<file path="config.mk">
export PLATFORM = sky130hd
export DESIGN_NAME = midi_tx
export DESIGN_NICKNAME = d
export VERILOG_FILES = /design/src/rtl/midi_tx_pkg.sv /design/src/rtl/midi_tx_baud_timer.sv /design/src/rtl/midi_tx.sv
export SDC_FILE = /design/constraint.sdc
export NUM_CORES = 1
export LEC_CHECK = 0
export CAP_MARGIN = 0
export CORE_ASPECT_RATIO = 0.9
export CORE_UTILIZATION = 45
export CTS_CLUSTER_SIZE = 8
export DETAILED_ROUTE_END_ITERATION = 10
export GPL_TIMING_DRIVEN = 0
export PLACE_DENSITY = 0.75
export SLEW_MARGIN = 20
export SYNTH_ARGS = -nofsm -noshare
export SYNTH_HDL_FRONTEND = slang
export SYNTH_HIERARCHICAL = 1
export SYNTH_SLANG_ARGS = --single-unit
</file>
<file path="constraint.sdc">
create_clock -name CLK -period 2 [get_ports CLK]
set_clock_uncertainty 0.2 [all_clocks]
set_input_delay 0.5 -clock CLK [delete_from_list [all_inputs] [get_ports CLK]]
set_output_delay 0.5 -clock CLK [all_outputs]
set_load 0.02 [all_outputs]
</file>
<file path="src/rtl/midi_tx_pkg.sv">
// midi_tx_pkg: shared transmitter state encoding and MIDI frame constants
package midi_tx_pkg;
  typedef enum logic [1:0] {S_IDLE, S_START, S_DATA, S_STOP} state_e;
  localparam int MIDI_BAUD_DIV = 3200;
  localparam int FRAME_DATA_BITS = 8;
endpackage

</file>
<file path="src/rtl/midi_tx_baud_timer.sv">
// baud_timer: modulo-BAUD_DIV bit timer (CLK, async CLR, CE, sync RESTART in; TC end-of-bit strobe out)
module baud_timer import midi_tx_pkg::*; #(
  parameter int BAUD_DIV = MIDI_BAUD_DIV,
  parameter int W_DIV = 12
) (
  input  logic CLK,
  input  logic CLR,
  input  logic CE,
  input  logic RESTART,
  output logic TC
);
  logic [W_DIV-1:0] q_q, q_d;
  assign TC = CE & (q_q == W_DIV'(BAUD_DIV - 1));
  always_comb q_d = !CE ? q_q : (RESTART || TC) ? '0 : q_q + 1'b1;
  always_ff @(posedge CLK or posedge CLR)
    if (CLR) q_q <= '0;
    else q_q <= q_d;
endmodule

</file>
<file path="src/rtl/midi_tx.sv">
// midi_tx: 8N1 serial byte transmitter (CLK, async CLR, CE, DATA/VALID in; READY, TXD, BUSY out)
module midi_tx import midi_tx_pkg::*; #(
  parameter int BAUD_DIV = MIDI_BAUD_DIV,
  parameter int W_DIV = 12,
  parameter int STOP_BITS = 1
) (
  input  logic       CLK,
  input  logic       CLR,
  input  logic       CE,
  input  logic [7:0] DATA,
  input  logic       VALID,
  output logic       READY,
  output logic       TXD,
  output logic       BUSY
);
  state_e state_q, state_d;
  logic [7:0] shift_q, shift_d;
  logic [2:0] idx_q, idx_d;
  logic stop_q, stop_d, txd_q, txd_d, busy_q, busy_d, tc;
  baud_timer #(.BAUD_DIV(BAUD_DIV), .W_DIV(W_DIV)) u_timer (
    .CLK(CLK), .CLR(CLR), .CE(CE), .RESTART(state_q == S_IDLE), .TC(tc)
  );
  always_comb begin
    state_d = state_q;
    shift_d = shift_q;
    idx_d = idx_q;
    stop_d = stop_q;
    txd_d = txd_q;
    case (state_q)
      S_IDLE: if (CE && VALID) begin
        state_d = S_START;
        shift_d = DATA;
        txd_d = 1'b0;
      end
      S_START: if (tc) begin
        state_d = S_DATA;
        idx_d = '0;
        txd_d = shift_q[0];
      end
      S_DATA: if (tc) begin
        shift_d = shift_q >> 1;
        idx_d = idx_q + 1'b1;
        txd_d = (idx_q == 3'(FRAME_DATA_BITS - 1)) ? 1'b1 : shift_q[1];
        state_d = (idx_q == 3'(FRAME_DATA_BITS - 1)) ? S_STOP : S_DATA;
        stop_d = 1'b0;
      end
      S_STOP: if (tc) begin
        stop_d = 1'b1;
        state_d = (stop_q == 1'(STOP_BITS - 1)) ? S_IDLE : S_STOP;
      end
      default: state_d = S_IDLE;
    endcase
    busy_d = state_d != S_IDLE;
  end
  always_ff @(posedge CLK or posedge CLR)
    if (CLR) begin
      state_q <= S_IDLE;
      shift_q <= '0;
      idx_q <= '0;
      stop_q <= 1'b0;
      txd_q <= 1'b1;
      busy_q <= 1'b0;
    end else begin
      state_q <= state_d;
      shift_q <= shift_d;
      idx_q <= idx_d;
      stop_q <= stop_d;
      txd_q <= txd_d;
      busy_q <= busy_d;
    end
  assign READY = state_q == S_IDLE;
  assign TXD = txd_q;
  assign BUSY = busy_q;
endmodule

</file>
==> results of run 1 <==
## worst max-delay path, stage by stage, from the launching register on
cell and delay (ns):
dfrtp_2 0.44, buf_4 0.15, ha_1 0.27, or3_1 0.33
a222oi_1 0.33, buf_4 0.19, buf_4 0.10, inv_2 0.02
## flip-flops by register name, summed over array words and instances (netlist names)
register     flops
u_timer/q_q     12
shift_q          8
idx_q            3
state_q          2
BUSY             1
TXD              1
stop_q           1
## power groups by stage
stage          sequential, mW  combinational, mW  clock [mW]
6_report                0.817              0.991       0.343
3_5_place_dp            0.834              0.617           0
2_1_floorplan           0.820              0.451           0
4_1_cts                 0.807              0.813       0.352
5_1_grt                 0.826               1.07       0.379
3_3_place_gp            0.822              0.594           0
## routing by layer
metal | vias up | track usage, % | part of all wire (%)
met5 | - | 0 | 0
met4 | 0 | 5.08 | 0.76
met3 | 2 | 2.56 | 3.5
met2 | 37 | 33.3 | 52
met1 | 601 | 24.5 | 44
li1 | 565 | - | -
## repair_timing
| action | in CTS | in global routing |
|---|---|---|
| buffers inserted | 15 | 7 |
| pin swaps | 6 | 7 |
| resized for setup | 21 | 17 |
| setup endpoints to repair | 28 | 17 |
| endpoints found under the hold margin | 0 | 0 |
## per-stage QoR
| step | utilization, % | instances | instance area [um2] |
|---|---|---|---|
| 5_1_grt | 66.6 | 220 | 2120 |
| 4_1_cts | 62.8 | 213 | 2000 |
| 6_report | 66.6 | 220 | 2120 |
| 3_3_place_gp | 55.7 | 194 | 1770 |
| 3_5_place_dp | 55.7 | 194 | 1770 |
| 2_1_floorplan | - | 138 | 1580 |
## area by class of cell
cell class / instances / area [um2] / area share, %
buffer: 5 / 50.0 / 2.36
clock buffer: 4 / 55.1 / 2.60
inverter: 7 / 26.3 / 1.24
multi-input combinational: 98 / 925 / 43.6
sequential: 28 / 706 / 33.3
tap: 42 / 52.6 / 2.48
timing repair buffer: 36 / 307 / 14.5
## layout by cell type (no fill, tap or decap), types with 3 or more instances in the layout
cell type | netlist | routed
nor2_1 | 17 | 17
clkdlybuf4s50_1 | 0 | 11
dfrtp_2 | 0 | 3
ha_1 | 9 | 6
nand2_1 | 8 | 8
inv_2 | 0 | 3
mux2_4 | 0 | 9
nand4_1 | 3 | 3
buf_6 | 2 | 4
buf_2 | 2 | 3
dfrtp_1 | 27 | 24
buf_4 | 1 | 21
clkbuf_8 | 0 | 4
xor2_1 | 3 | 3
nor3_1 | 3 | 3
nor2b_1 | 4 | 3
mux2_2 | 16 | 7
xnor2_1 | 8 | 8
inv_1 | 7 | 4
## logic make-up after synthesis
family          share of synthesized area (%)
simple gates                             16.2
flops                                    44.8
mux                                      12.1
compound gates                           9.27
buf+inv                                  4.23
xor+xnor                                 6.15
fa+ha+maj                                7.19
## final timing paths
kind	start	end	slack, ns	depth (start not counted)
max in group asynchronous	CLR	state_q[0]$_DFF_PP0_	0.73	2
worst max-delay path	state_q[0]$_DFF_PP0_	state_q[0]$_DFF_PP0_	-0.12	7
worst max register to register	state_q[0]$_DFF_PP0_	state_q[0]$_DFF_PP0_	-0.12	7
worst min register to register	shift_q[4]$_DFFE_PP0P_	shift_q[4]$_DFFE_PP0P_	0.32	1
worst min-delay path	shift_q[4]$_DFFE_PP0P_	shift_q[4]$_DFFE_PP0P_	0.32	1
min in group asynchronous	CLR	u_timer/q_q[11]$_DFFE_PP0P_	0.36	2
==> run_results.csv, run 1 <==
group,metric,value,unit
route,detail_route.vias_per_cell,5.48,
cts,h-tree-depth,1,
synth,yosysTopAreaCellShare,43.1,%
place,dp_hpwl,2030,um
synth,synth_flop_cell,"dfrtp_1",
setup_path,start_kind,"flop",
power,ir_drop,0.603,mV
global_routing,antenna_found_initial,0,
synth,synthArstFlopShare,100,%
cts,cts_buffers,3,
route,ant_nets,0,
power,seqPwrFrac,38.0,%
finish,fillers,250,
synth,synth_enable_flop_cells,0,
timing,period_share,106,%
floorplanning,ios,15,
min_path,min_path_type,"flop to flop",
setup_path,cp.required,1.98,ns
global_routing,grt_start_max_net_pins,17,
cts,clock_latency,0.27,ns
route,drt_iter0_markers,75,
synth,postSynthNetCount,159,
global_routing,grt_pass1_wl,5410,um
route,num_vias,1205,
synth,synth_area,1570,um2
timing,maxSlewViolCount,0,
route,dr.pass1.iters,4,
finish,area_delta_synth_final,35.4,%
finish,fin_nets,200,
floorplanning,die_x,64.2,um
timing,max_freq,471,MHz
route,wl,3540,um
timing,setup_viol,12,
timing,timing.hold.ws,0.317,ns
power,combPwrFrac,46.1,%
timing,fin_ws,-0.122,ns
finish,drive_gt1_share,39.9,%
run,drv_cap,0,
timing,maxSlewHeadroom,57.8,%
cts,cts.sinks,28,
floorplanning,floorplan.initialDensity,49.2,%
power,p_int,1.47,mW
power,swShare,31.5,%
route,route.detailed.drc,0,
global_routing,grt_pass1_vias,1195,
synth,synth_seq_area_share,44.8,%
place,post-place-ws,-0.902,ns
synth,synth_most_common_cell,"dfrtp_1",
route,wire_per_inst,16.1,um
floorplanning,die-area,3720,um2
timing,max_slew.worst_pin.slew,0.632,ns
setup_path,critPathArrivalTime,2.10,ns
synth,ys_top_cells_by_count,"dfrtp_1, nor2_1, mux2_2, ha_1",
finish,num_antenna_cells,0,
power,power,2.15,mW
timing,grt_setup_unrepaired,"yes",
setup_path,crit_type,"flop to flop",
floorplanning,die_height,58.0,um
synth,syn_area_per_cell,11.4,um2
synth,synth_area_leaders,"dfrtp_1, mux2_2, ha_1",
timing,min_period,2.12,ns
cts,clk_pin_slew,0.09,ns
synth,yosys_warnings,6,
global_routing,track_usage,18.8,%
cts,postCtsHoldBufs,0,
power,power_density,1010,nW/um2
timing,tns,-0.980,ns
run_status,status,"complete, but fails checks",
setup_path,worstSetupEndpointType,"flop",
cts,clock_path_buffers,2,
setup_path,crit_fanout,5,
global_routing,overflow,0,
place,gp_congestion,0.809,
synth,synth_top_cell_by_area,"dfrtp_1",
floorplanning,rows,19,
power,pwr-share-clk,15.9,%
cts,cts_root_buf,"clkbuf_8",
floorplanning,core_area,3190,um2
timing,hold_violations,0,
power,netSwitchingPower,0.678,mW
place,io_buffers,14,
synth,ys_seq_elements,28,
cts,cts_tree,"built",
synth,synth_cell_types,36,
synth,syn-instance-count,138,
power,p_leak,0.924,nW
run_status,violations,"negative setup slack",
Power figures use the tool's default switching activity.
==> inputs of run 2 (changes only) <==
--- a/config.mk
+++ b/config.mk
@@ -10,7 +10,6 @@
 export CORE_UTILIZATION = 45
 export CTS_CLUSTER_SIZE = 8
 export DETAILED_ROUTE_END_ITERATION = 10
-export GPL_TIMING_DRIVEN = 0
 export PLACE_DENSITY = 0.75
 export SLEW_MARGIN = 20
 export SYNTH_ARGS = -nofsm -noshare
==> run_results.csv, run 2 (synthesis results as in run 1) <==
group,metric,value,unit
run_status,status,"complete, but fails checks",
run_status,violations,"negative setup slack",
place,dp_hpwl,2420,um
finish,design_area,2060,um2
cts,clock_latency,0.28,ns
power,p_leak,0.922,nW
timing,grt_setup_unrepaired,"yes",
cts,cts_buffers,3,
setup_path,cp.required,1.96,ns
setup_path,reg2reg_setup_slack,-0.09,ns
floorplanning,core_area,3190,um2
place,dp_cells,215,
timing,max_freq,479,MHz
floorplanning,floorplan.initialDensity,49.2,%
setup_path,start_kind,"flop",
finish,fin_nets,201,
global_routing,overflow,0,
cts,clock_path_buffers,2,
finish,largest_reg_flops,12,
setup_path,critPathArrivalTime,2.05,ns
route,num_vias,1150,
min_path,min_path_type,"flop to flop",
finish,final-seq-area,703,um2
finish,num_antenna_cells,0,
global_routing,grt_start_max_net_pins,17,
setup_path,worstSetupEndpointType,"flop",
place,place_area,1930,um2
power,power_density,988,nW/um2
route,drt_iter0_markers,74,
setup_path,path_cells,"nand4bb_4 > nor4_4 > buf_4 > nor2b_4 > a211oi_4 > buf_6 > mux2_4",
timing,hold_violations,0,
timing,tns,-0.691,ns
timing,min_period,2.09,ns
finish,fin_util,64.7,%
global_routing,antenna_found_initial,0,
timing,period_share,104,%
route,route.detailed.drc,0,
global_routing,track_usage,19.9,%
run,drv_cap,0,
timing,fin_ws,-0.0897,ns
setup_path,path_buf_inv,2,
cts,postCtsHoldBufs,0,
floorplanning,die-area,3720,um2
global_routing,grt_pass1_wl,5590,um
finish,reg.largest.list,"u_timer/q_q x12, shift_q x8, idx_q x3",
global_routing,grt_pass1_vias,1252,
floorplanning,die_x,64.2,um
power,ir_drop,0.575,mV
route,wire_per_inst,15.4,um
timing,maxSlewHeadroom,68.6,%
setup_path,crit_fanout,8,
place,io_buffers,14,
route,ant_nets,0,
floorplanning,rows,19,
cts,cts_root_buf,"clkbuf_8",
route,wl,3400,um
finish,fillers,253,
cts,cts_tree,"built",
cts,h-tree-depth,1,
floorplanning,die_height,58.0,um
cts,clk_pin_slew,0.10,ns
finish,layout_common_cells,"dfrtp_1, buf_4, nor2_1",
place,post-place-ws,-0.577,ns
finish,multiInputGateArea,873,um2
timing,maxSlewViolCount,0,
cts,cts.sinks,28,
finish,area_delta_synth_final,31.6,%
setup_path,critPathSlowestCell,"dfrtp_1",
setup_path,cp_top_family,"simple AND/OR/NAND/NOR gates",
finish,largest-register,"u_timer/q_q",
setup_path,slowest_delay,0.39,ns
finish,stdcell_count,221,
timing,setup_viol,11,
finish,drive_gt1_share,34.6,%
timing,max_slew.worst_pin.slew,0.470,ns
floorplanning,ios,15,
place,gp_congestion,0.781,
setup_path,crit_type,"flop to flop",
route,dr.pass1.iters,4,
route,detail_route.vias_per_cell,5.20,
run 2: layout make-up:
| class | instances | share of cell area, % |
|---|---|---|
| multi-input combinational | 98 | 42.4 |
| inverter | 7 | 1.27 |
| tap | 42 | 2.55 |
| timing repair buffer | 42 | 17.1 |
| clock buffer | 4 | 2.67 |
| sequential | 28 | 34.1 |
run 2: where the power goes:
part	internal (mW)	leakage [nW]	total (mW)	switching, mW
registers	0.710	0.360	0.799	0.0893
clock network	0.176	0.0288	0.349	0.173
logic	0.487	0.533	0.889	0.403
total	1.37	0.922	2.04	0.665
run 2: timing repair:
| item | CTS | global route |
|---|---|---|
| gates resized for setup | 12 | 9 |
| setup buffers | 1 | 1 |
| setup endpoints to repair | 29 | 13 |
| pin swaps | 1 | 3 |
run 2: metrics by stage:
stage,hold slack [ns],total power [mW]
final,0.312,2.04
after global routing,0.343,2.16
after CTS,0.319,1.96
after detailed placement,0.298,1.55
after global placement,0.281,1.50
after floorplan,0.165,1.27
run 2: worst paths after layout:
check                                            from                         end  depth (start not counted)
max                        u_timer/q_q[9]$_DFFE_PP0P_      shift_q[5]$_DFFE_PP0P_                          7
min                              idx_q[1]$_DFFE_PP0P_        idx_q[1]$_DFFE_PP0P_                          1
max reg2reg                u_timer/q_q[9]$_DFFE_PP0P_      shift_q[5]$_DFFE_PP0P_                          7
min reg2reg                      idx_q[1]$_DFFE_PP0P_        idx_q[1]$_DFFE_PP0P_                          1
max in group asynchronous                         CLR  u_timer/q_q[3]$_DFFE_PP0P_                          2
min in group asynchronous                         CLR          stop_q$_DFFE_PP0P_                          3
run 2: per-layer routing:
| metal | up-vias | part of all wire (%) | wire length (um) | global-route usage (%) |
|---|---|---|---|---|
| li1 | 562 | - | - | - |
| met1 | 567 | 45 | 1530 | 23.8 |
| met2 | 17 | 51 | 1730 | 35.9 |
| met3 | 4 | 2.7 | 92 | 4.72 |
| met4 | 0 | 1.2 | 42 | 5.71 |
| met5 | - | 0 | 0 | 0 |
==> inputs of run 3 (changes only) <==
--- a/config.mk
+++ b/config.mk
@@ -14,5 +14,4 @@
 export SLEW_MARGIN = 20
 export SYNTH_ARGS = -nofsm -noshare
 export SYNTH_HDL_FRONTEND = slang
-export SYNTH_HIERARCHICAL = 1
 export SYNTH_SLANG_ARGS = --single-unit
==> run_results.csv, run 3 <==
group,metric,value,unit
global_routing,antenna_found_initial,0,
setup_path,crit_end,"BUSY$_DFF_PP0_",
setup_path,crit_fanout,2,
place,post-place-ws,-0.531,ns
synth,postSynthNetCount,155,
synth,synth_enable_flop_cells,0,
timing,max_freq,446,MHz
setup_path,crit_type,"flop to flop",
floorplanning,die_x,63.3,um
synth,syn_area_per_cell,11.2,um2
finish,fin_util,68.1,%
finish,drive_gt1_share,41.8,%
setup_path,reg2reg_setup_slack,-0.24,ns
run_status,status,"complete, but fails checks",
cts,h-tree-depth,1,
synth,synth_flop_cell,"dfrtp_1",
timing,period_share,112,%
setup_path,worstSetupEndpointType,"flop",
cts,cts_root_buf,"clkbuf_8",
floorplanning,floorplan.initialDensity,48.6,%
floorplanning,die_height,57.2,um
finish,layout.cells.most_common,"buf_4",
timing,fin_ws,-0.244,ns
power,power_density,988,nW/um2
cts,cts.sinks,28,
timing,max_slew.worst_pin.slew,0.336,ns
power,ir_drop,0.784,mV
finish,area_delta_synth_final,40.2,%
route,wl,3360,um
timing,min_period,2.24,ns
finish,num_antenna_cells,0,
setup_path,start_kind,"flop",
finish,reg.largest.list,"u_timer.q_q x12, shift_q x8, idx_q x3",
synth,synth_area_leaders,"dfrtp_1, mux2_2, ha_1",
setup_path,critPathArrivalTime,2.21,ns
floorplanning,die-area,3620,um2
route,num_vias,1183,
finish,largest-register,"u_timer.q_q",
synth,synth_seq_area_share,46.1,%
place,io_buffers,14,
route,wire_per_inst,14.8,um
setup_path,regToRegEndpoint,"BUSY$_DFF_PP0_",
route,dr.pass1.iters,4,
synth,yosys_warnings,0,
route,route.detailed.drc,0,
floorplanning,core_area,3140,um2
timing,grt_setup_unrepaired,"yes",
timing,hold_violations,0,
run_status,violations,"negative setup slack",
synth,synth_cell_types,39,
synth,syn-instance-count,136,
min_path,min_path_type,"primary input to asynchronous set/reset pin",
timing,setup_viol,10,
cts,cts_buffers,3,
synth,synthArstFlopShare,100,%
timing,tns,-0.964,ns
cts,clk_pin_slew,0.10,ns
global_routing,grt_start_max_net_pins,17,
route,drt_iter0_markers,10,
place,dp_hpwl,2260,um
power,p_leak,1.01,nW
finish,layout_common_cells,"buf_4, dfrtp_1, nor2_1",
global_routing,grt_pass1_vias,1146,
timing,maxSlewViolCount,0,
global_routing,track_usage,19.8,%
run,drv_cap,0,
route,ant_nets,0,
setup_path,r2r_cells,7,
route,detail_route.vias_per_cell,5.23,
setup_path,cp.required,1.97,ns
cts,clock_path_buffers,2,
cts,clock_latency,0.28,ns
global_routing,grt_pass1_wl,5480,um
synth,ys_seq_elements,28,
synth,yosysTopAreaCellShare,44.3,%
place,gp_congestion,0.808,
setup_path,crit_start,"idx_q[1]$_DFFE_PP0P_",
floorplanning,ios,15,
setup_path,r2r_start,"idx_q[1]$_DFFE_PP0P_",
finish,fin_nets,204,
synth,synth_most_common_cell,"dfrtp_1",
global_routing,overflow,0,
synth,ys_top_cells_by_count,"dfrtp_1, nor2_1, mux2_2, nand2_1, ha_1",
synth,synth_area,1520,um2
synth,synth_top_cell_by_area,"dfrtp_1",
timing,maxSlewHeadroom,77.4,%
floorplanning,rows,19,
cts,cts_tree,"built",
finish,largest_reg_flops,12,
==> run 3: cell types whose count changed after synthesis, moves of 2 or more <==
cell	before	now
clkbuf_1	0	2
ha_1	9	7
nor2b_1	4	1
inv_1	7	4
xor2_1	3	5
nor3_1	3	1
nand2_1	8	10
a22o_1	2	0
xnor2_1	8	5
nand3_1	3	1
o21ai_0	3	6
==> run 3: metrics by stage <==
stage | hold WS, ns | total power, mW | cells | cell area, um2
2_1_floorplan | 0.266 | 1.22 | 136 | 1540
5_1_grt | 0.322 | 2.21 | 226 | 2140
6_report | 0.267 | 2.11 | 226 | 2140
4_1_cts | 0.272 | 2.07 | 218 | 2060
3_3_place_gp | 0.285 | 1.46 | 212 | 1910
3_5_place_dp | 0.291 | 1.49 | 212 | 1910
==> run 3: how the worst min path moves through the flow <==
stage                                  to                    from  slack (ns)  depth (start not counted)
4_1_cts        u_timer.q_q[1]$_DFFE_PP0P_                     CLR        0.27                          2
6_report       u_timer.q_q[1]$_DFFE_PP0P_                     CLR        0.27                          2
3_3_place_gp       shift_q[7]$_DFFE_PP0P_  shift_q[7]$_DFFE_PP0P_        0.28                          1
5_1_grt        u_timer.q_q[1]$_DFFE_PP0P_                     CLR        0.32                          2
2_1_floorplan        idx_q[0]$_DFFE_PP0P_    idx_q[0]$_DFFE_PP0P_        0.27                          1
3_5_place_dp       shift_q[4]$_DFFE_PP0P_  shift_q[4]$_DFFE_PP0P_        0.29                          1
==> run 3: logic make-up (layout without fill, tap and decap cells) <==
group | count (synthesis) | count (layout) | synth area share (%)
AOI/OAI and AO/OA | 19 | 19 | 10.3
xor gates and xnor gates | 10 | 10 | 5.75
adders and majority gates | 7 | 7 | 5.75
buffers and inverters | 10 | 58 | 3.37
DFF | 28 | 28 | 46.1
muxes | 17 | 17 | 12.5
and+or+nand+nor | 45 | 45 | 16.3
==> run 3: critical path: stages, from the launching register on <==
cell and delay [ns]:
dfrtp_1 0.40, ha_2 0.20, ha_4 0.16, or3b_4 0.37
o41ai_2 0.20, o21ai_1 0.11, o32a_2 0.34, o21bai_1 0.15
==> run 3: cell type report <==
type	instances	area (um2)
clock buffer	3	41.3
clock inverter	1	30.0
tap	42	52.6
inverter	4	15.0
sequential	28	702
multi-input combinational	98	857
fill	220	1000
timing repair buffer	50	439
==> run 3: timing repair <==
item | CTS | global route
gates resized for setup | 16 | 9
pin swaps | 5 | 3
hold buffers | 0 | 0
buffers inserted | 2 | 8
endpoints found under the setup margin | 27 | 26
==> run 3: report_power, final <==
part           switching, mW  internal, mW
Clock                  0.183         0.268
Combinational          0.361         0.496
Sequential            0.0934         0.711
Total                  0.637          1.48
==> run 3: per-layer routing <==
layer	vias up	wire length (um)	global-route usage, %
li1	571	-	-
met1	590	1610	28.7
met3	5	69	1.80
met4	0	60	8.77
met5	-	0	0
met2	17	1620	30.5
